$ cat src/rtl/delay_arbiter.sv
// Round-robin sequencer sharing one loadable down-counter among N_REQ requesters.
// Define DELAY_ARB_FIXED_PRIO_EN for fixed lowest-index-wins priority instead.
module delay_arbiter #(
  parameter int N_REQ = 4,
  parameter int W     = 3
) (
  input  logic               clk,
  input  logic               nrst,
  input  logic [N_REQ-1:0]   req,
  input  logic [N_REQ*W-1:0] delay,
  output logic [N_REQ-1:0]   gnt,
  output logic [N_REQ-1:0]   done,
  output logic               busy,
  output logic [W-1:0]       cnt_q
);

  localparam int IW = (N_REQ > 1) ? $clog2(N_REQ) : 1;

  typedef enum logic [1:0] {IDLE, LOAD, RUN, DONE} state_e;

  state_e        state_q, state_d;
  logic [W-1:0]  cnt_d;
  logic [IW-1:0] idx_q, idx_d;
  logic [IW-1:0] win_idx;
  logic          win_vld;
  logic [W-1:0]  dly_arr [N_REQ];

`ifndef DELAY_ARB_FIXED_PRIO_EN
  logic [IW-1:0] ptr_q, ptr_d;
  logic [IW-1:0] idx_nxt;
  int            cand;
  logic [IW-1:0] cand_idx;

  assign idx_nxt = (idx_q == IW'(N_REQ - 1)) ? '0 : idx_q + 1'b1;
`endif

  for (genvar j = 0; j < N_REQ; j++) begin : g_dly
    assign dly_arr[j] = delay[j*W +: W];
  end

  // Winner search: first requester at or after the pointer, wrapping modulo N_REQ.
  always_comb begin
    win_vld = 1'b0;
    win_idx = '0;
`ifdef DELAY_ARB_FIXED_PRIO_EN
    for (int k = N_REQ - 1; k >= 0; k--) begin
      if (req[IW'(k)]) begin
        win_vld = 1'b1;
        win_idx = IW'(k);
      end
    end
`else
    cand     = 0;
    cand_idx = '0;
    for (int k = 0; k < N_REQ; k++) begin
      cand = int'(ptr_q) + k;
      if (cand >= N_REQ) cand = cand - N_REQ;
      cand_idx = IW'(cand);
      if (!win_vld && req[cand_idx]) begin
        win_vld = 1'b1;
        win_idx = cand_idx;
      end
    end
`endif
  end

  // req[idx] is a level handshake: held until done, dropping it in LOAD/RUN aborts.
  always_comb begin
    state_d = state_q;
    cnt_d   = cnt_q;
    idx_d   = idx_q;
`ifndef DELAY_ARB_FIXED_PRIO_EN
    ptr_d   = ptr_q;
`endif
    case (state_q)
      IDLE: begin
        if (win_vld) begin
          idx_d   = win_idx;
          state_d = LOAD;
        end
      end
      LOAD, RUN: begin
        if (!req[idx_q]) begin
          state_d = IDLE;
          cnt_d   = '0;
`ifndef DELAY_ARB_FIXED_PRIO_EN
          ptr_d   = idx_nxt;
`endif
        end else if (state_q == LOAD) begin
          cnt_d   = dly_arr[idx_q];
          state_d = RUN;
        end else if (cnt_q == '0) begin
          state_d = DONE;
        end else begin
          cnt_d = cnt_q - 1'b1;
        end
      end
      DONE: begin
        state_d = IDLE;
`ifndef DELAY_ARB_FIXED_PRIO_EN
        ptr_d   = idx_nxt;
`endif
      end
      default: state_d = IDLE;
    endcase
  end

  always_ff @(posedge clk or negedge nrst) begin
    if (!nrst) begin
      state_q <= IDLE;
      cnt_q   <= '0;
      idx_q   <= '0;
`ifndef DELAY_ARB_FIXED_PRIO_EN
      ptr_q   <= '0;
`endif
    end else begin
      state_q <= state_d;
      cnt_q   <= cnt_d;
      idx_q   <= idx_d;
`ifndef DELAY_ARB_FIXED_PRIO_EN
      ptr_q   <= ptr_d;
`endif
    end
  end

  assign busy = (state_q != IDLE);
  assign gnt  = busy ? (N_REQ'(1) << idx_q) : '0;
  assign done = (state_q == DONE) ? (N_REQ'(1) << idx_q) : '0;

endmodule

$ cat config.mk
export PLATFORM = sky130hd
export DESIGN_NAME = delay_arbiter
export DESIGN_NICKNAME = d
export VERILOG_FILES = /design/src/rtl/delay_arbiter.sv
export SDC_FILE = /design/constraint.sdc
export NUM_CORES = 1
export LEC_CHECK = 0
export ABC_AREA = 1
export CORE_MARGIN = 1
export CORE_UTILIZATION = 51
export DETAILED_ROUTE_END_ITERATION = 7
export GPL_TIMING_DRIVEN = 0
export PLACE_DENSITY = 0.94
export SYNTH_ARGS = -nofsm -noshare
export SYNTH_HDL_FRONTEND = slang
export SYNTH_SLANG_ARGS = --single-unit
$ cat constraint.sdc
create_clock -name clk -period 2.4 [get_ports clk]
set_clock_uncertainty 0.05 [all_clocks]
set_input_delay 0.24 -clock clk [delete_from_list [all_inputs] [get_ports clk]]
set_output_delay 0.24 -clock clk [all_outputs]
set_load 0.01 [all_outputs]
* Word level (Yosys, flattened, before mapping)
Cells that the tools add are included.
** Word-level totals
- Memory bits (read-only) :: 0
- Memories :: 0
- Bits in registers :: 9
- Bits in latches :: 0
- Input bits :: 18
- Output and inout bits :: 12
- Bits in writable memories :: 0
** Operators by class
- Magnitude comparators :: 10
- Multipliers :: 0
- Mux-type cells :: 38
- Divide/modulo/power cells :: 0
- Reductions and logical operators :: 15
- Equal/unequal tests :: 8
- Add/sub/neg operators :: 9
- Bitwise gates (word level) :: 1
- Shift-type cells :: 1
** Operator list (number)
- $mux 2 :: 14
- $lt 2x3->1 const B :: 5
- $mux 3 :: 5
- $ge 3x3->1 const B :: 4
- $bmux 1 s2 :: 5
- $mux 1 :: 9
- $mux 4 :: 2
- $reduce_and 2->1 :: 4
- $sub 2x1->2 const B :: 4
- $add 2x2->3 const B :: 2
- $bmux 3 s2 :: 1
- $eq 2x2->1 const B :: 3
- $pmux 2 s3 :: 1
- $ne 2x2->1 const B :: 2
- $ne 4x4->1 const B :: 1
- $pmux 2 s2 :: 1
- $reduce_bool 2->1 :: 2
- $shl 1x2->4 const A :: 1
- $add 2x1->3 const B :: 1
- $ge 2x3->1 const B :: 1
- $logic_and 1x1->1 :: 3
- $logic_not 1->1 :: 3
- $logic_not 3->1 :: 1
- $ne 3x3->1 const B :: 1
- other kinds (6) :: 6

* Logic depth before layout (Yosys ltp)
Gate-level depths: netlist of run 1.
- Depth in word-level cells :: 16
- Depth in mapped cells :: 12
- Depth with buffers taken out :: 11

* Worst setup path after synthesis of run 1
No wires, ideal clock.
- Path type :: reg-to-reg
- Start :: register idx_q[0]
- End :: register state_q[1]
- Cell stages (with the launch flop) :: 10
- Setup time :: 0.117 ns
- Arrival time :: 1.236 ns
- Path buffers :: 1
- Required time :: 2.233 ns
- Path slack :: 0.997 ns
- Path through :: dfrtp_1 -> buf_2 -> inv_2 -> nand2_1 -> nand3_1 -> nand2_1 -> nor2_4 -> nand3_1 -> nand3_1 -> nand2_1
** On the way
- Longest elaborated chain between the ends :: 4
- Elaborated cells on any way between the ends :: 6
- Classes of those cells :: eq/ne (1); mux (4); reduce/logical (1)
** Ends and longest elaborated chain
- start: declaration :: line 23 : logic [IW-1:0] idx_q, idx_d;
- start signal: assignment :: line 119 : idx_q <= idx_d;
- $bmux 1 s2 (*) :: line 83 : if (!req[idx_q]) begin
- $mux 1 (implied by the code) (*) :: line 83
- $mux 2 or $ne 4x4->1 (tied branches)
- $pmux 2 s3 or $reduce_and 2->1 (tied branches)
- end signal: assignment :: line 117 : state_q <= state_d;
- end: declaration :: line 21 : state_e state_q, state_d;
Every way passes the cells marked *; elsewhere a longest branch is shown, timed or not. The select of a mux whose other input is x is not followed.
A chain may end at the register's enable or synchronous reset.

* Final worst setup path of run 1
- Start :: register idx_q[0]
- End :: output done[2]
** On the way
- Longest elaborated chain between the ends :: 2
** Ends and longest elaborated chain
- $shl 1x2->4 :: line 128 : assign done = (state_q == DONE) ? (N_REQ'(1) << idx_q) : '0;
- $mux 4 :: line 128
- end: declaration :: line 12 : output logic [N_REQ-1:0] done,
Every way passes these cells.

==> run summary, run 1 <==
The flow ran to the end, and the final reports show no timing, DRC or antenna violations. The number of antenna violations at the first check in global routing is 0. The cell area after technology mapping came out at around 1000 um2. The initial detailed-routing violation count is 49. The number of search-and-repair iterations in the first detailed-routing pass came out at 4. The critical path is of the flip-flop to output port type. The half-perimeter wire length after placement is between 2000 and 2500 um. STA classifies the critical path endpoint as an output port.

The cell count after synthesis is about 180. The repair_antennas step left the layout with diodes totalling 0. Of all nets on the critical path, the largest fanout is 11.

The total of buffers placed on input and output ports came out at 29. The share of cells above drive strength 1 is under 10%. The cell sitting at the root of the clock tree is a clkbuf_4. The power density normalized to cell area is ~1300 nW/um2. Once placement completed, the tool counted placed cells totaling between 200 and 250. The number of resized instances in the post-cts repair step came out at 0.

The power share of the combinational group is 77.5%. The filler cells instantiated in the layout total between 150 and 200. The first global-routing pass estimated around 4300 um of wire. The leakage power is about 0.00075 uW. The core region is a little under 2000 um2. Excluding fillers, the count of instances in the completed layout stands at between 200 and 250. The TritonCTS clock tree is yes.

Setup repair after global routing left no endpoint under its margin. The register clock-pin slew on the reported worst setup and hold paths came out at ~60 ps. The number of primary I/O pins came out at 30. The floorplan has 16 rows. The overall global routing resource usage is between 20% and 30%. The arrival time of the worst setup path came out at 1920 ps. Dividing the detail-routed via count by the number of cells gives about 5.4. The die extent in y is between 40 and 50 um. The proportion of synthesized chip area in sequential cells is a little over a fifth. The number of synthesized register bits is 9. VDD sags by at most between 600 and 700 uV. The worst setup path is launched from a flip-flop. The number of endpoints failing setup at the final stage is 0. For the pin with the worst max-slew slack, the measured transition is 414 ps.

The area growth from synthesis to final layout is 33.4%. The later pin in the worst-skew pair is clocked with a latency of roughly 250 ps. The number of buffers on the longest clock path came out at 2. The effective utilization at floorplan is between 50 and 60%. The number of max-slew violations in the final report came out at 0. For this run, the top clock speed supported by timing is roughly 0.45 GHz. Total power for the finished layout comes to about 1900 uW.

The final period utilization is 92.3%. Across all layers, the routed design uses roughly 1300 vias. The number of hold violations in the final report came out at 0. The type of the most critical hold path is primary input to async pin. The post-route worst hold slack is roughly 230 ps. The worst path meets setup with 186 ps of slack. The final layout contains roughly 240 nets.

Internal power comes to 847 uW. In this run the number of H-tree levels came out at 1. The total number of yosys warnings is 0. Clock tree synthesis found a total of 9 sinks. For the final routed database, the setup TNS stands at 0 ps. The congestion estimate from routability-driven global placement came to slightly above 0.9. The clock network fraction of total power is ~6.1%. The routed design has roughly 2800 um of wire. After global routing the overflow that remains totals 0.

The max capacitance violation total came out at 0. In the routed design, unresolved DRC markers number 0. The worst endpoint required time is 2110 ps. The number of clock buffers inserted by TritonCTS is 3.

The clock period could shrink to 2210 ps. The number of setup buffers added after CTS came out at 0. The number of nets handed over by synthesis was 204. Headroom to the max-slew limit came out at about 72%. The overall die width came out at 47.4 um. The leading cell type in the layout, fill and taps excluded is nand2_1. The number of global-route vias before repair came out at between 1000 and 1500. The worst setup slack before clock tree synthesis is around 500 ps. In the layout the commonest cells are nand2_1, clkdlybuf4s50_1, inv_1. The maximum number of pins on one net before global-route repair came out at 12. The average instance area after synthesis is between 5 and 6 um2. The switching power share of the total is 54.6%.

The post-detailed-route count of antenna-violating nets came out at 0. The number of distinct library cells after synthesis came out at 20. The die covers roughly 2200 um2. The switching power of the nets came out at between 1000 and 1500 uW. Hold repair after CTS inserted 0 buffers. The routed wire length per instance came out at 12.0 um. The proportion of power drawn by flip-flops and latches came out at around 16%.
[state kept, by name (all words and copies together), names as in the netlist]
signal   count
ptr_q        2
cnt_q        3
state_q      2
idx_q        2
[power by group through the flow]
stage,logic [uW],registers (uW),clock network (uW)
2_1_floorplan,1020,296,0
3_3_place_gp,1330,303,0
3_5_place_dp,1420,306,0
4_1_cts,1420,305,114
5_1_grt,1620,315,123
6_report,1450,307,114
[cells in the mapped netlist]
cell / count / share of area (%)
nand3_1: 13 / 6.2
nand2_2: 6 / 3.6
o21ai_0: 14 / 6.7
nor2_1: 16 / 5.7
nand3_2: 1 / 0.95
dfrtp_1: 9 / 21
nand3b_1: 1 / 0.72
inv_1: 24 / 8.6
nand4_1: 1 / 0.60
inv_2: 3 / 1.1
buf_4: 1 / 0.72
o22ai_1: 4 / 2.4
buf_6: 1 / 1.1
buf_2: 1 / 0.48
nand4_2: 1 / 1.2
nand2_1: 64 / 23
o21ai_1: 2 / 0.95
nor2_4: 2 / 2.1
a21oi_1: 4 / 1.9
ha_1: 9 / 11
[metal layers]
layer	wire length, um	track usage, %
met2	1490	49.6
met4	63	11.4
met1	1110	31.4
met3	175	2.69
met5	0	0
[worst max-delay path, cell delays in order, from the launching register on]
cell             delay, ps
dfrtp_1                400
buf_2                  200
inv_2                  180
ha_1                   200
nand2_1                 60
inv_1                   80
clkdlybuf4s50_1        560
[final cells by class]
class / instances / area (um2) / share of cell area [%]
multi-input cells: 138 / 699 / 50.0
clock buffers: 4 / 26.3 / 1.88
plain buffers: 3 / 23.8 / 1.70
flip-flops and latches: 9 / 225 / 16.1
repair buffers: 29 / 290 / 20.7
well taps: 27 / 33.8 / 2.41
inverters: 27 / 101 / 7.24
[cell families after synthesis]
group	after synthesis	share of synthesized area, %
AO/OA/AOI/OAI	24	11.9
flip-flops	9	21.5
adder cells (fa/ha/maj)	9	10.7
AND/OR/NAND/NOR	105	44.0
buffers and inverters	30	11.9
[metrics by stage]
stage	util (%)	instance area, um2
global route	72.1	1400
CTS	72.1	1400
detailed placement	70.7	1370
global placement	70.7	1370
floorplan	-	1050
finish	72.1	1400
[final timing paths]
| path | from | to | slack, ps | cells after the start |
|---|---|---|---|---|
| setup / recovery | idx_q[0] | done[2] | 190 | 6 |
| hold / removal | nrst | state_q[1] | 230 | 1 |
| setup reg to reg | idx_q[0] | state_q[0] | 760 | 10 |
| hold reg to reg | state_q[1] | state_q[1] | 450 | 2 |
| max in group asynchronous | nrst | cnt_q[2] | 1780 | 1 |
| min in group clk | state_q[1] | state_q[1] | 450 | 2 |
Note: power is estimated with default switching activity, not from simulation.
==> run 2: changes to the inputs <==
CORE_UTILIZATION = 53   (was 51)
CTS_BUF_LIST = sky130_fd_sc_hd__clkbuf_4 sky130_fd_sc_hd__clkbuf_8   (was unset)
PLACE_DENSITY = 0.95   (was 0.94)
SKIP_CTS_REPAIR_TIMING = 1   (was unset)
==> run summary, run 2 (synthesis gave the netlist of run 1 again) <==
The worst endpoint required time is 2110 ps (about the same). The count of inserted antenna diode cells came out at 0 (unchanged). The share of cells above drive strength 1 was 9.52% (+0.48 points).

The wire length after detailed routing came out at 2710 um (-4.7%). The number of primary I/O pins is 30 (unchanged). The clock latency at the later pin of the worst-skew pair came out at 270 ps (+20 ps). Ranked by flip-flop count, first place goes to cnt_q. The critical-path maximum fanout is 11 (unchanged).

The die extent in y came out at 46.5 um (-1.8%). The number of hold violations in the final report was 0 (unchanged). The number of buffers on the longest clock path came out at 2 (unchanged).

The final period utilization came out at 91.5% (-0.75 points). The register clock-pin slew on the reported worst setup and hold paths came to 70 ps (about the same). The min-delay analysis places its worst path in the category primary input to async pin. The number of max-slew violations in the final report is 0 (unchanged).

The kind of critical path is flip-flop to output port. The sum of overflow across all layers after global routing came to 0 (unchanged). The maximum ir drop on the vdd rail was 752 uV (+7.9%). The tree is rooted in a clkbuf_4. The leakage power came to 0.000749 uW (+0.46%). The total length of routed met3 wires came to 129 um (-26%). The detailed-routing wirelength on met1 came to 1190 um (+6.7%). The post-detailed-route count of antenna-violating nets came out at 0 (unchanged). The startpoint type of the worst setup path is a flip-flop. The number of endpoints failing setup at the final stage came out at 0 (unchanged). The half-perimeter wire length after placement is 2140 um (-6.2%).

The overall global routing resource usage is 28.4% (+1.3 points). The post-route core utilization came out at 78.6% (+6.5 points). The count of cells along the worst register-to-register path is 10 (unchanged). The number of nets in the layout is 238 (unchanged). The number of levels in the clock H-tree came out at 1 (unchanged). The maximum number of pins on one net before global-route repair came to 12 (unchanged). The total of fill cells in the finished design is 124 (-23%).

The library cell used most frequently in the layout, excluding fill and tap cells, is nand2_1. The wire length of the first global-routing pass is 4390 um (+0.94%). The flip-flop count of the largest register, all copies and words added was 3 (unchanged). The run finished with clean final reports.

The number of antenna violations at the first check in global routing came to 0 (unchanged). The number of search-and-repair iterations in the first detailed-routing pass came out at 4 (unchanged). The CTS sink count is 9 (unchanged). The area of the die is 2160 um2 (-3.6%).

STA classifies the critical path endpoint as an output port. The initial detailed-routing violation count came to 43 (-12%). The peak clock frequency supported by timing is 0.455 GHz (+0.82%).

The top cell types in the final layout, fill and taps aside, are nand2_1, clkdlybuf4s50_1, inv_1. The via density per instance is 5.11 (-5.4%). The number of core rows came out at 15 (-1). The wire length on met2 came out at 1370 um (-7.7%). The count of unresolved DRC violations after routing came to 0 (unchanged). The final period demand of the worst path is 2200 ps (-18.1 ps).

The max capacitance violation total came out at 0 (unchanged). The post-route setup TNS is 0 ps (unchanged). Routed signal wires occupy layers up through met4. The global placement routability congestion is 0.897 (-1.6%). Setup repair after global routing left no endpoint under its margin.

The TritonCTS clock tree is yes. The number of global-route vias before repair is 1058 (-5.5%). The total of buffers placed on input and output ports is 29 (unchanged). The worst slew margin relative to its limit is 72.6% (+0.32 points). The power density normalized to cell area is 1330 nW/um2 (about the same). The arrival time of the worst setup path is 1910 ps (about the same). The routed via count was 1201 (-6.2%). The transition time at the pin with the least slew margin is 410 ps (-4.81 ps). The overall die width came out at 46.5 um (-1.8%). The routed wire length per instance came out at 11.5 um (-3.9%). The area growth from synthesis to final layout is 33.5% (about the same). The number of clock buffers inserted by TritonCTS was 3 (unchanged). The effective utilization at floorplan came out at 58.9% (+4.8 points). The area of the placeable core is 1780 um2 (-8.2%).
## run 2: cell types whose count changed in the layout (fill, tap and decap cells not counted)
| cell | change |
|---|---|
| clkbuf_1 | -1 |
| clkbuf_4 | +1 |
## run 2: final cells by class
class / instances / area, um2 / area share, %
timing repair buffer: 29 / 290 / 20.7
inverter: 27 / 101 / 7.23
buffer: 3 / 23.8 / 1.70
sequential: 9 / 225 / 16.1
multi-input combinational: 138 / 699 / 49.9
clock buffer: 4 / 30.0 / 2.14
tap: 25 / 31.3 / 2.23
## run 2: metrics by stage
step	total power (uW)	std cells	hold WS (ps)	instance area (um2)	setup slack (ps)
5_1_grt	2060	235	256	1400	82.7
2_1_floorplan	1310	177	-106	1050	997
4_1_cts	1850	235	236	1400	215
3_5_place_dp	1690	231	462	1370	503
6_report	1870	235	218	1400	204
3_3_place_gp	1630	231	441	1370	547
## run 2: final timing paths
path / slack, ps / to / startpoint
worst min register to register: 480 / cnt_q[1] / cnt_q[1]
worst max-delay path: 200 / gnt[2] / idx_q[0]
min in group clk: 480 / cnt_q[1] / cnt_q[1]
max in group asynchronous: 1790 / cnt_q[1] / nrst
worst min-delay path: 220 / idx_q[1] / nrst
worst max register to register: 690 / state_q[0] / idx_q[0]
## run 2: per-layer routing
metal	GRT usage, %	up-vias
met1	35.3	529
met3	3.92	3
li1	-	620
met4	10.0	0
met5	0	-
met2	48.9	49
## run 2: power breakdown
group          internal, uW  total, uW  switching [uW]
Sequential              228        308            80.0
Combinational           553       1430             875
Clock                  75.6        133            57.3
## run 2: worst max-delay path, cell delays in order, from the launching register on
cell and delay, ps:
dfrtp_1 410, buf_2 190, inv_2 170, ha_1 210, inv_1 50, nor2_1 80
clkdlybuf4s50_1 540
